==> src/rtl/ks_sum_stage_if.sv <==
// rtl/ks_sum_stage_if.sv - handshake and data bundle for the Kogge-Stone sum stage
interface ks_sum_stage_if #(
  parameter int TAG_W = 4
);
  logic             i_valid;
  logic             o_ready;
  logic             i_c0;
  logic [15:0]      i_pk;
  logic [15:0]      i_gk;
  logic [TAG_W-1:0] i_tag;
  logic             o_valid;
  logic             i_ready;
  logic [15:0]      o_sum;
  logic             o_cout;
  logic             o_ovf;
  logic             o_zero;
  logic [TAG_W-1:0] o_tag;

  // Driver side: presents prefix results and consumes sums.
  modport master (
    output i_valid, i_c0, i_pk, i_gk, i_tag, i_ready,
    input  o_ready, o_valid, o_sum, o_cout, o_ovf, o_zero, o_tag
  );

  // Stage side: accepts prefix results and presents sums.
  modport slave (
    input  i_valid, i_c0, i_pk, i_gk, i_tag, i_ready,
    output o_ready, o_valid, o_sum, o_cout, o_ovf, o_zero, o_tag
  );
endinterface

==> src/rtl/ks_sum_stage.sv <==
// rtl/ks_sum_stage.sv - sum/flag formation after the last prefix stage, buffered in a two-entry skid
module ks_sum_stage #(
  parameter int TAG_W = 4
) (
  input  logic          i_clk,
  input  logic          i_rst_n,
  ks_sum_stage_if.slave bus
);
  // Entry layout: {sum[15:0], cout, ovf, zero, tag}
  localparam int RW = 16 + 3 + TAG_W;

  // Encoding is {skid_v, main_v} so the valid bits fall straight out of the state.
  typedef enum logic [1:0] {
    EMPTY = 2'b00,
    ONE   = 2'b01,
    FULL  = 2'b11
  } state_t;

  state_t          state, state_nxt;
  logic            ready_q;
  logic [RW-1:0]   main_q, skid_q;
  logic [RW-1:0]   result;
  logic [15:0]     sum;
  logic            in_xfer, out_xfer;
  logic            main_load, main_from_skid, skid_load;

  // Bit k of the sum needs the carry into bit k, which is the group generate of bit k-1.
  assign sum[0]    = bus.i_pk[0] ^ bus.i_c0;
  assign sum[15:1] = bus.i_pk[15:1] ^ bus.i_gk[14:0];

  // Overflow is the carry into the sign bit differing from the carry out of it.
  assign result = {sum, bus.i_gk[15], bus.i_gk[15] ^ bus.i_gk[14], ~|sum, bus.i_tag};

  // o_ready is the registered copy, so accepting never depends combinationally on i_ready.
  assign in_xfer  = bus.i_valid & ready_q;
  assign out_xfer = state[0] & bus.i_ready;

  // Next-state and load-enable selection for the skid buffer.
  always_comb begin
    state_nxt      = state;
    main_load      = 1'b0;
    main_from_skid = 1'b0;
    skid_load      = 1'b0;
    case (state)
      EMPTY: begin
        if (in_xfer) begin
          main_load = 1'b1;
          state_nxt = ONE;
        end
      end
      ONE: begin
        if (in_xfer && out_xfer) begin
          main_load = 1'b1;
        end else if (out_xfer) begin
          state_nxt = EMPTY;
        end else if (in_xfer) begin
          skid_load = 1'b1;
          state_nxt = FULL;
        end
      end
      FULL: begin
        if (out_xfer) begin
          main_load      = 1'b1;
          main_from_skid = 1'b1;
          state_nxt      = ONE;
        end
      end
      default: state_nxt = EMPTY;
    endcase
  end

  // State register and registered ready, which tracks whether the skid will be free next cycle.
  always_ff @(posedge i_clk or negedge i_rst_n) begin
    if (!i_rst_n) begin
      state   <= EMPTY;
      ready_q <= 1'b0;
    end else begin
      state   <= state_nxt;
      ready_q <= ~state_nxt[1];
    end
  end

  // Data registers move only on real transfers; skid drains into main ahead of new input.
  always_ff @(posedge i_clk or negedge i_rst_n) begin
    if (!i_rst_n) begin
      main_q <= '0;
      skid_q <= '0;
    end else begin
      if (main_load) begin
        main_q <= main_from_skid ? skid_q : result;
      end
      if (skid_load) begin
        skid_q <= result;
      end
    end
  end

  assign bus.o_ready = ready_q;
  assign bus.o_valid = state[0];
  assign bus.o_sum   = main_q[RW-1 -: 16];
  assign bus.o_cout  = main_q[TAG_W+2];
  assign bus.o_ovf   = main_q[TAG_W+1];
  assign bus.o_zero  = main_q[TAG_W];
  assign bus.o_tag   = main_q[TAG_W-1:0];
endmodule
==> src/flat_wrapper.sv <==
// flat-port wrapper written by rule: the top's interface ports become plain ports
module ks_sum_stage_flat 
#(
  parameter int TAG_W = 4
)
  (i_clk, i_rst_n, bus_i_valid, bus_i_c0, bus_i_pk, bus_i_gk, bus_i_tag, bus_i_ready, bus_o_ready, bus_o_valid, bus_o_sum, bus_o_cout, bus_o_ovf, bus_o_zero, bus_o_tag);
  ks_sum_stage_if #(.TAG_W(TAG_W)) bus_i ();
  input  logic i_clk;
  input  logic i_rst_n;
  input wire logic [$bits(bus_i.i_valid)-1:0] bus_i_valid;
  input wire logic [$bits(bus_i.i_c0)-1:0] bus_i_c0;
  input wire logic [$bits(bus_i.i_pk)-1:0] bus_i_pk;
  input wire logic [$bits(bus_i.i_gk)-1:0] bus_i_gk;
  input wire logic [$bits(bus_i.i_tag)-1:0] bus_i_tag;
  input wire logic [$bits(bus_i.i_ready)-1:0] bus_i_ready;
  output wire logic [$bits(bus_i.o_ready)-1:0] bus_o_ready;
  output wire logic [$bits(bus_i.o_valid)-1:0] bus_o_valid;
  output wire logic [$bits(bus_i.o_sum)-1:0] bus_o_sum;
  output wire logic [$bits(bus_i.o_cout)-1:0] bus_o_cout;
  output wire logic [$bits(bus_i.o_ovf)-1:0] bus_o_ovf;
  output wire logic [$bits(bus_i.o_zero)-1:0] bus_o_zero;
  output wire logic [$bits(bus_i.o_tag)-1:0] bus_o_tag;
  assign bus_i.i_valid = bus_i_valid;
  assign bus_i.i_c0 = bus_i_c0;
  assign bus_i.i_pk = bus_i_pk;
  assign bus_i.i_gk = bus_i_gk;
  assign bus_i.i_tag = bus_i_tag;
  assign bus_i.i_ready = bus_i_ready;
  assign bus_o_ready = bus_i.o_ready;
  assign bus_o_valid = bus_i.o_valid;
  assign bus_o_sum = bus_i.o_sum;
  assign bus_o_cout = bus_i.o_cout;
  assign bus_o_ovf = bus_i.o_ovf;
  assign bus_o_zero = bus_i.o_zero;
  assign bus_o_tag = bus_i.o_tag;
  ks_sum_stage #(.TAG_W(TAG_W)) u_core (.i_clk(i_clk), .i_rst_n(i_rst_n), .bus(bus_i));
endmodule
==> config.mk <==
export PLATFORM = sky130hd
export DESIGN_NAME = ks_sum_stage_flat
export DESIGN_NICKNAME = d
export VERILOG_FILES = /design/src/rtl/ks_sum_stage_if.sv /design/src/rtl/ks_sum_stage.sv /design/src/flat_wrapper.sv
export SDC_FILE = /design/constraint.sdc
export NUM_CORES = 1
export LEC_CHECK = 0
export ABC_AREA = 0
export BUFFER_PORTS_ARGS = -buffer_cell sky130_fd_sc_hd__buf_2
export CAP_MARGIN = 15
export CORE_MARGIN = 3
export CORE_UTILIZATION = 51
export DETAILED_ROUTE_END_ITERATION = 12
export HOLD_SLACK_MARGIN = 0.06
export PLACE_DENSITY_LB_ADDON = 0.05
export SLEW_MARGIN = 25
export SYNTH_ARGS = -nofsm -noshare
export SYNTH_HDL_FRONTEND = slang
export SYNTH_SLANG_ARGS = --single-unit
==> constraint.sdc <==
create_clock -name i_clk -period 2.4 [get_ports i_clk]
set_input_delay 0.24 -clock i_clk [delete_from_list [all_inputs] [get_ports i_clk]]
set_output_delay 0.24 -clock i_clk [all_outputs]
set_load 0.02 [all_outputs]
==> run_results.csv, run 1 <==
group,metric,value,unit
run_status,status,"finished, final reports clean",
worst_setup_path,worstPathMaxFanout,16,
worst_setup_path,arrival,1800,ps
detailed_routing,drtAntennaViolNets,0,
floorplan,die_area,5260,sq um
flow_run,drv_cap,0,
placement,port_buffers,65,
synthesis,post-synth-top-area-cell,"dfrtp_1",
timing,finalClockSkew,6.42,ps
global_routing,antenna_found_initial,0,
placement,gp_congestion,0.707,
timing,rsz0062_at_grt,"no",
synthesis,synth_edf_count,0,
layout,syn_to_final_growth,19.3,%
synthesis,synth_area_leaders,"dfrtp_1, mux2_2, mux2i_1",
min_path,hold-path-cell-count,2,
floorplan,fp.dieH,72.5,um
timing,final_hold_viol_count,0,
synthesis,syn_area,2260,sq um
layout,post-route-util,65.0,%
timing,max_freq,610,MHz
floorplan,fp.dieW,72.5,um
clock_network,clk_latency,300,ps
global_routing,grt_max_degree,47,
detailed_routing,vias_per_cell,5.11,
timing,fin_crit_sh,68.3,%
synthesis,synthCells,186,
min_path,min_to,"u_core.skid_q[0]",
clock_network,clk_pin_slew_worst_paths,90,ps
synthesis,yosysWarnings,0,
worst_setup_path,r2r_slack,760,ps
detailed_routing,drt-total-wl,4210,um
floorplan,initial_core_util,54.5,%
timing,fin_hold_ws,195,ps
timing,setup_violations,0,
synthesis,synth_seq_cells,49,
clock_network,clk_path_buf_depth,2,
global_routing,gr-usage-all-layers,17.6,%
layout,drive_gt1_share,39.0,%
worst_setup_path,worstPathRequired,2560,ps
synthesis,synth-async-reset-ratio,100,%
worst_setup_path,crit_family,"flip-flops",
power_and_ir_drop,powerDensity,912,nW/um^2
min_path,hold_start,"bus_i_tag[0]",
floorplan,placementRows,23,
global_routing,grt_pass1_wl,7160,um
detailed_routing,vias,1552,
worst_setup_path,worstReg2RegStart,"u_core.state[1]",
placement,hpwlAfterDp,3020,um
placement,detailedPlace.worstSlack,750,ps
power_and_ir_drop,power,2.46,mW
clock_network,cts_tree,"done",
synthesis,yosysTopAreaCellShare,54.3,%
synthesis,syn_nets,227,
worst_setup_path,worst-path-buf-inv,0,
floorplan,core-area,4140,sq um
synthesis,synthTopCellsByCount,"dfrtp_1, nand2_1, mux2i_1, mux2_2, o21ai_0",
synthesis,synth_most_common_cell,"dfrtp_1",
synthesis,avgSynthCellArea,12.1,sq um
layout,fill_cells,359,
detailed_routing,drc_errors,0,
global_routing,grt_remaining_overflow,0,
synthesis,synthDistinctLibCells,26,
worst_setup_path,path_cells,"nand3_2 -> mux2i_1 -> o21ai_0",
clock_network,cts-hold-fix-buffers,1,
worst_setup_path,crit_type,"reg2reg",
timing,setup_ws,761,ps
min_path,hold_path.class,"in2reg",
clock_network,cts_htree_levels,2,
detailed_routing,drtPass1Iterations,4,
layout,num_antenna_cells,0,
clock_network,cts_setup_buffers,0,
worst_setup_path,slowest_stage,"dfrtp_1",
worst_setup_path,startpoint_type,"flop",
clock_network,cts_inserted_buffers,5,
floorplan,ioPinCount,66,
worst_setup_path,r2r-end,"u_core.main_q[22]",
synthesis,ys.flop_type,"dfrtp_1",
detailed_routing,avgRoutedWirePerCell,13.8,um
timing,finalMaxSlewViolations,0,
timing,worstMarginPinSlew,566,ps
worst_setup_path,r2r_cells,3,
worst_setup_path,critPathMaxStageDelay,510,ps
worst_setup_path,worstSetupEndpointType,"flop",
power_and_ir_drop,p_leak,1.37,nW
synthesis,synth_seq_area_share,54.3,%
power_and_ir_drop,vdd_ir_drop_max,0.000436,V
layout,nNetsFinal,294,
timing,period_needed,1640,ps
clock_network,clkSinkCount,49,
global_routing,grt_pass1_vias,1484,
clock_network,cts_resized,0,
timing,fin_setup_tns,0,ps
clock_network,cts_root_buf,"clkbuf_8",
detailed_routing,first_iter_violations,86,
timing,relSlewSlack,62.2,%
-- layout by cell type (no fill, tap or decap), types with 2 or more instances in the layout --
| cell type | synthesis | layout |
|---|---|---|
| clkbuf_1 | 1 | 2 |
| mux2i_1 | 22 | 22 |
| buf_4 | 1 | 2 |
| buf_2 | 3 | 65 |
| dfrtp_1 | 49 | 49 |
| o21ai_0 | 21 | 21 |
| inv_1 | 3 | 3 |
| o21ai_1 | 3 | 3 |
| clkbuf_8 | 0 | 5 |
| nand2_1 | 23 | 23 |
| a21oi_1 | 3 | 3 |
| nor4_1 | 4 | 4 |
| xor2_1 | 16 | 16 |
| mux2_2 | 21 | 21 |
| nor2_1 | 2 | 2 |
-- registers in the layout (all words and copies together) (netlist names) --
signal,flops
u_core.skid_q,23
u_core.main_q,23
u_core.state,2
u_core.bus.o_ready,1
-- worst reg2reg max path: stages (launching register included) --
cell     delay (ps)
dfrtp_1         510
nand3_2         500
mux2i_1         370
o21ai_0         120
-- routing by layer --
layer	vias up	global-route usage (%)	wire (um)
met3	7	4.71	226
met4	0	4.92	51
li1	770	-	-
met1	733	25.0	1980
met5	-	0	0
met2	42	26.8	1950
-- worst max path at each step --
stage	startpoint	endpoint	slack, ps	depth (start not counted)
after floorplan	u_core.state[0]	u_core.skid_q[10]	890	4
after detailed placement	u_core.state[1]	u_core.main_q[22]	750	3
after global placement	u_core.state[1]	u_core.skid_q[16]	820	3
after CTS	u_core.state[1]	u_core.main_q[22]	740	3
final	u_core.state[1]	u_core.main_q[22]	760	3
after global routing	u_core.state[1]	u_core.main_q[4]	620	4
-- through the flow --
step           instances  area [sq um]
2_1_floorplan        186          2260
3_3_place_gp         295          2600
3_5_place_dp         295          2600
4_1_cts              304          2690
5_1_grt              304          2690
6_report             304          2690
-- cell families after synthesis --
logic type / synth area share [%]
buf+inv: 3.16
xor+xnor: 6.60
flops: 54.3
simple gates: 9.04
mux: 20.2
compound gates: 6.65
-- layout make-up --
class | count | area, sq um | share of cell area [%]
clock buffers | 7 | 76.3 | 2.83
clock inverters | 1 | 7.51 | 0.279
inverters | 3 | 11.3 | 0.418
multi-input cells | 126 | 960 | 35.6
flip-flops and latches | 49 | 1230 | 45.5
well taps | 50 | 62.6 | 2.32
repair buffers | 68 | 350 | 13.0
-- power breakdown --
part           leakage [nW]  internal, mW  switching (mW)
clock network        0.0385         0.207           0.263
logic                 0.744         0.324           0.413
registers             0.592          1.10           0.146
Note: power is estimated with default switching activity, not from simulation.
==> inputs of run 2 (changes only) <==
Settings changed: CORE_UTILIZATION 51 to 46.
Clock period 2.4 ns to 1.4 ns, I/O delays scaled along.
==> run_results.csv, run 2 (synthesized netlist as in run 1, its figures left out) <==
group,metric,value,unit
run_status,status,"finished, final reports clean",
clock_network,cts_root_buf,"clkbuf_8",
global_routing,grt_max_degree,50,
layout,top_regs,"u_core.main_q x23, u_core.skid_q x23, u_core.state x2",
timing,max_freq,751,MHz
placement,detailedPlace.worstSlack,1.78,ps
global_routing,gr-usage-met2,25.9,%
clock_network,cts_tree,"done",
clock_network,cts_htree_levels,2,
worst_setup_path,worstReg2RegStart,"u_core.state[1]",
global_routing,grt_pass1_wl,7480,um
timing,relSlewSlack,76.0,%
timing,fin_hold_ws,86.8,ps
timing,period_needed,1330,ps
worst_setup_path,crit_start,"u_core.state[1]",
detailed_routing,drtAntennaViolNets,0,
min_path,hold-path-cell-count,2,
global_routing,gr-usage-all-layers,16.0,%
power_and_ir_drop,p_leak,1.46,nW
floorplan,fp.dieH,76.1,um
floorplan,ioPinCount,66,
detailed_routing,avgRoutedWirePerCell,13.1,um
global_routing,grtUsageMet3,4.26,%
global_routing,grt_use_met1,21.5,%
global_routing,grt_pass1_vias,1571,
power_and_ir_drop,vdd_ir_drop_max,0.000811,V
worst_setup_path,startpoint_type,"flop",
detailed_routing,drc_errors,0,
min_path,hold_path.class,"in2reg",
clock_network,clk_latency,300,ps
timing,finalMaxSlewViolations,0,
timing,setup_violations,0,
worst_setup_path,arrival,1520,ps
timing,final_hold_viol_count,0,
floorplan,core-area,4530,sq um
worst_setup_path,worstPathRequired,1590,ps
timing,setup_ws,68.8,ps
floorplan,placementRows,24,
worst_setup_path,worstSetupEndpointType,"flop",
timing,finalClockSkew,4.76,ps
worst_setup_path,crit_type,"reg2reg",
global_routing,gr-max-usage-layer,"met2",
global_routing,grt_remaining_overflow,0,
layout,layout_commonest_cell,"buf_2",
global_routing,antenna_found_initial,0,
layout,drive_gt1_share,43.9,%
worst_setup_path,r2r-end,"u_core.skid_q[2]",
floorplan,initial_core_util,49.8,%
layout,syn_to_final_growth,27.7,%
detailed_routing,first_iter_violations,32,
detailed_routing,drtPass1Iterations,4,
timing,worstMarginPinSlew,357,ps
placement,placed_cells_incl_taps,314,
clock_network,clkSinkCount,49,
detailed_routing,vias_per_cell,4.86,
worst_setup_path,worstPathMaxFanout,12,
detailed_routing,vias,1598,
placement,gp_congestion,0.698,
clock_network,clk_pin_slew_worst_paths,90,ps
timing,fin_setup_tns,0,ps
placement,port_buffers,65,
flow_run,drv_cap,0,
min_path,min_to,"u_core.skid_q[2]",
clock_network,cts_inserted_buffers,5,
floorplan,die_area,5780,sq um
layout,fin_cells,329,
floorplan,fp.dieW,76.1,um
timing,fin_crit_sh,95.1,%
layout,nNetsFinal,304,
layout,layout_common_cells,"buf_2, dfrtp_1, mux2i_1, nand2_1, mux2_2",
min_path,hold_start,"bus_i_tag[2]",
timing,rsz0062_at_grt,"yes",
layout,num_antenna_cells,0,
worst_setup_path,r2r_cells,3,
placement,hpwlAfterDp,2960,um
worst_setup_path,r2r_slack,70,ps
power_and_ir_drop,powerDensity,1580,nW/um^2
detailed_routing,drt-total-wl,4310,um
clock_network,clk_path_buf_depth,2,
run 2: cell count changes in the layout (fill, tap and decap cells not counted), sizes merged:
cell and delta:
buf +10, bufinv +1, clkbuf -1
run 2: per-stage QoR:
stage / util (%) / area (sq um) / power [mW]
floorplan: - / 2260 / 3.01
global placement: 59.3 / 2690 / 3.46
detailed placement: 59.3 / 2690 / 3.49
CTS: 63.5 / 2880 / 4.58
global route: 63.5 / 2880 / 4.84
finish: 63.5 / 2880 / 4.54
run 2: worst max-delay path by stage:
| stage | end | slack (ps) | cells after the start |
|---|---|---|---|
| 2_1_floorplan | u_core.skid_q[10] | -70 | 4 |
| 3_3_place_gp | u_core.main_q[4] | 2 | 5 |
| 3_5_place_dp | u_core.skid_q[16] | 2 | 4 |
| 4_1_cts | u_core.skid_q[20] | 9 | 5 |
| 5_1_grt | u_core.skid_q[13] | -20 | 4 |
| 6_report | u_core.skid_q[2] | 70 | 3 |
run 2: timing repair:
action / 4_1_cts / 5_1_grt
gates resized for setup: 3 / 9
hold buffers: 1 / 0
setup endpoints to repair: 21 / 40
pin swaps: 0 / 3
hold endpoints to repair: 49 / 0
cloned: 1 / 0
setup buffers: 4 / 3
run 2: critical path: stages (launching register included):
cell	delay, ps
dfrtp_2	440
nor3_4	230
buf_6	200
mux2_2	350
run 2: cell type report:
type	instances	area, sq um
sequential	49	1230
multi-input combinational	126	975
timing repair buffer	78	465
clock buffer	6	82.6
tap	65	81.3
clock inverter	2	37.5
fill	364	1650
inverter	3	11.3
run 2: power breakdown:
group | total, mW | internal (mW) | switching [mW] | leakage [nW]
sequential | 2.13 | 1.89 | 0.233 | 0.590
combinational | 1.37 | 0.629 | 0.737 | 0.812
clock | 1.05 | 0.581 | 0.469 | 0.0574
run 2: metal layers:
metal | wire length (um) | up-vias | share of wire (%)
met5 | 0 | - | 0
met4 | 54 | 0 | 1.3
met3 | 211 | 5 | 4.9
met2 | 2040 | 38 | 47
met1 | 2000 | 761 | 46
li1 | - | 794 | -
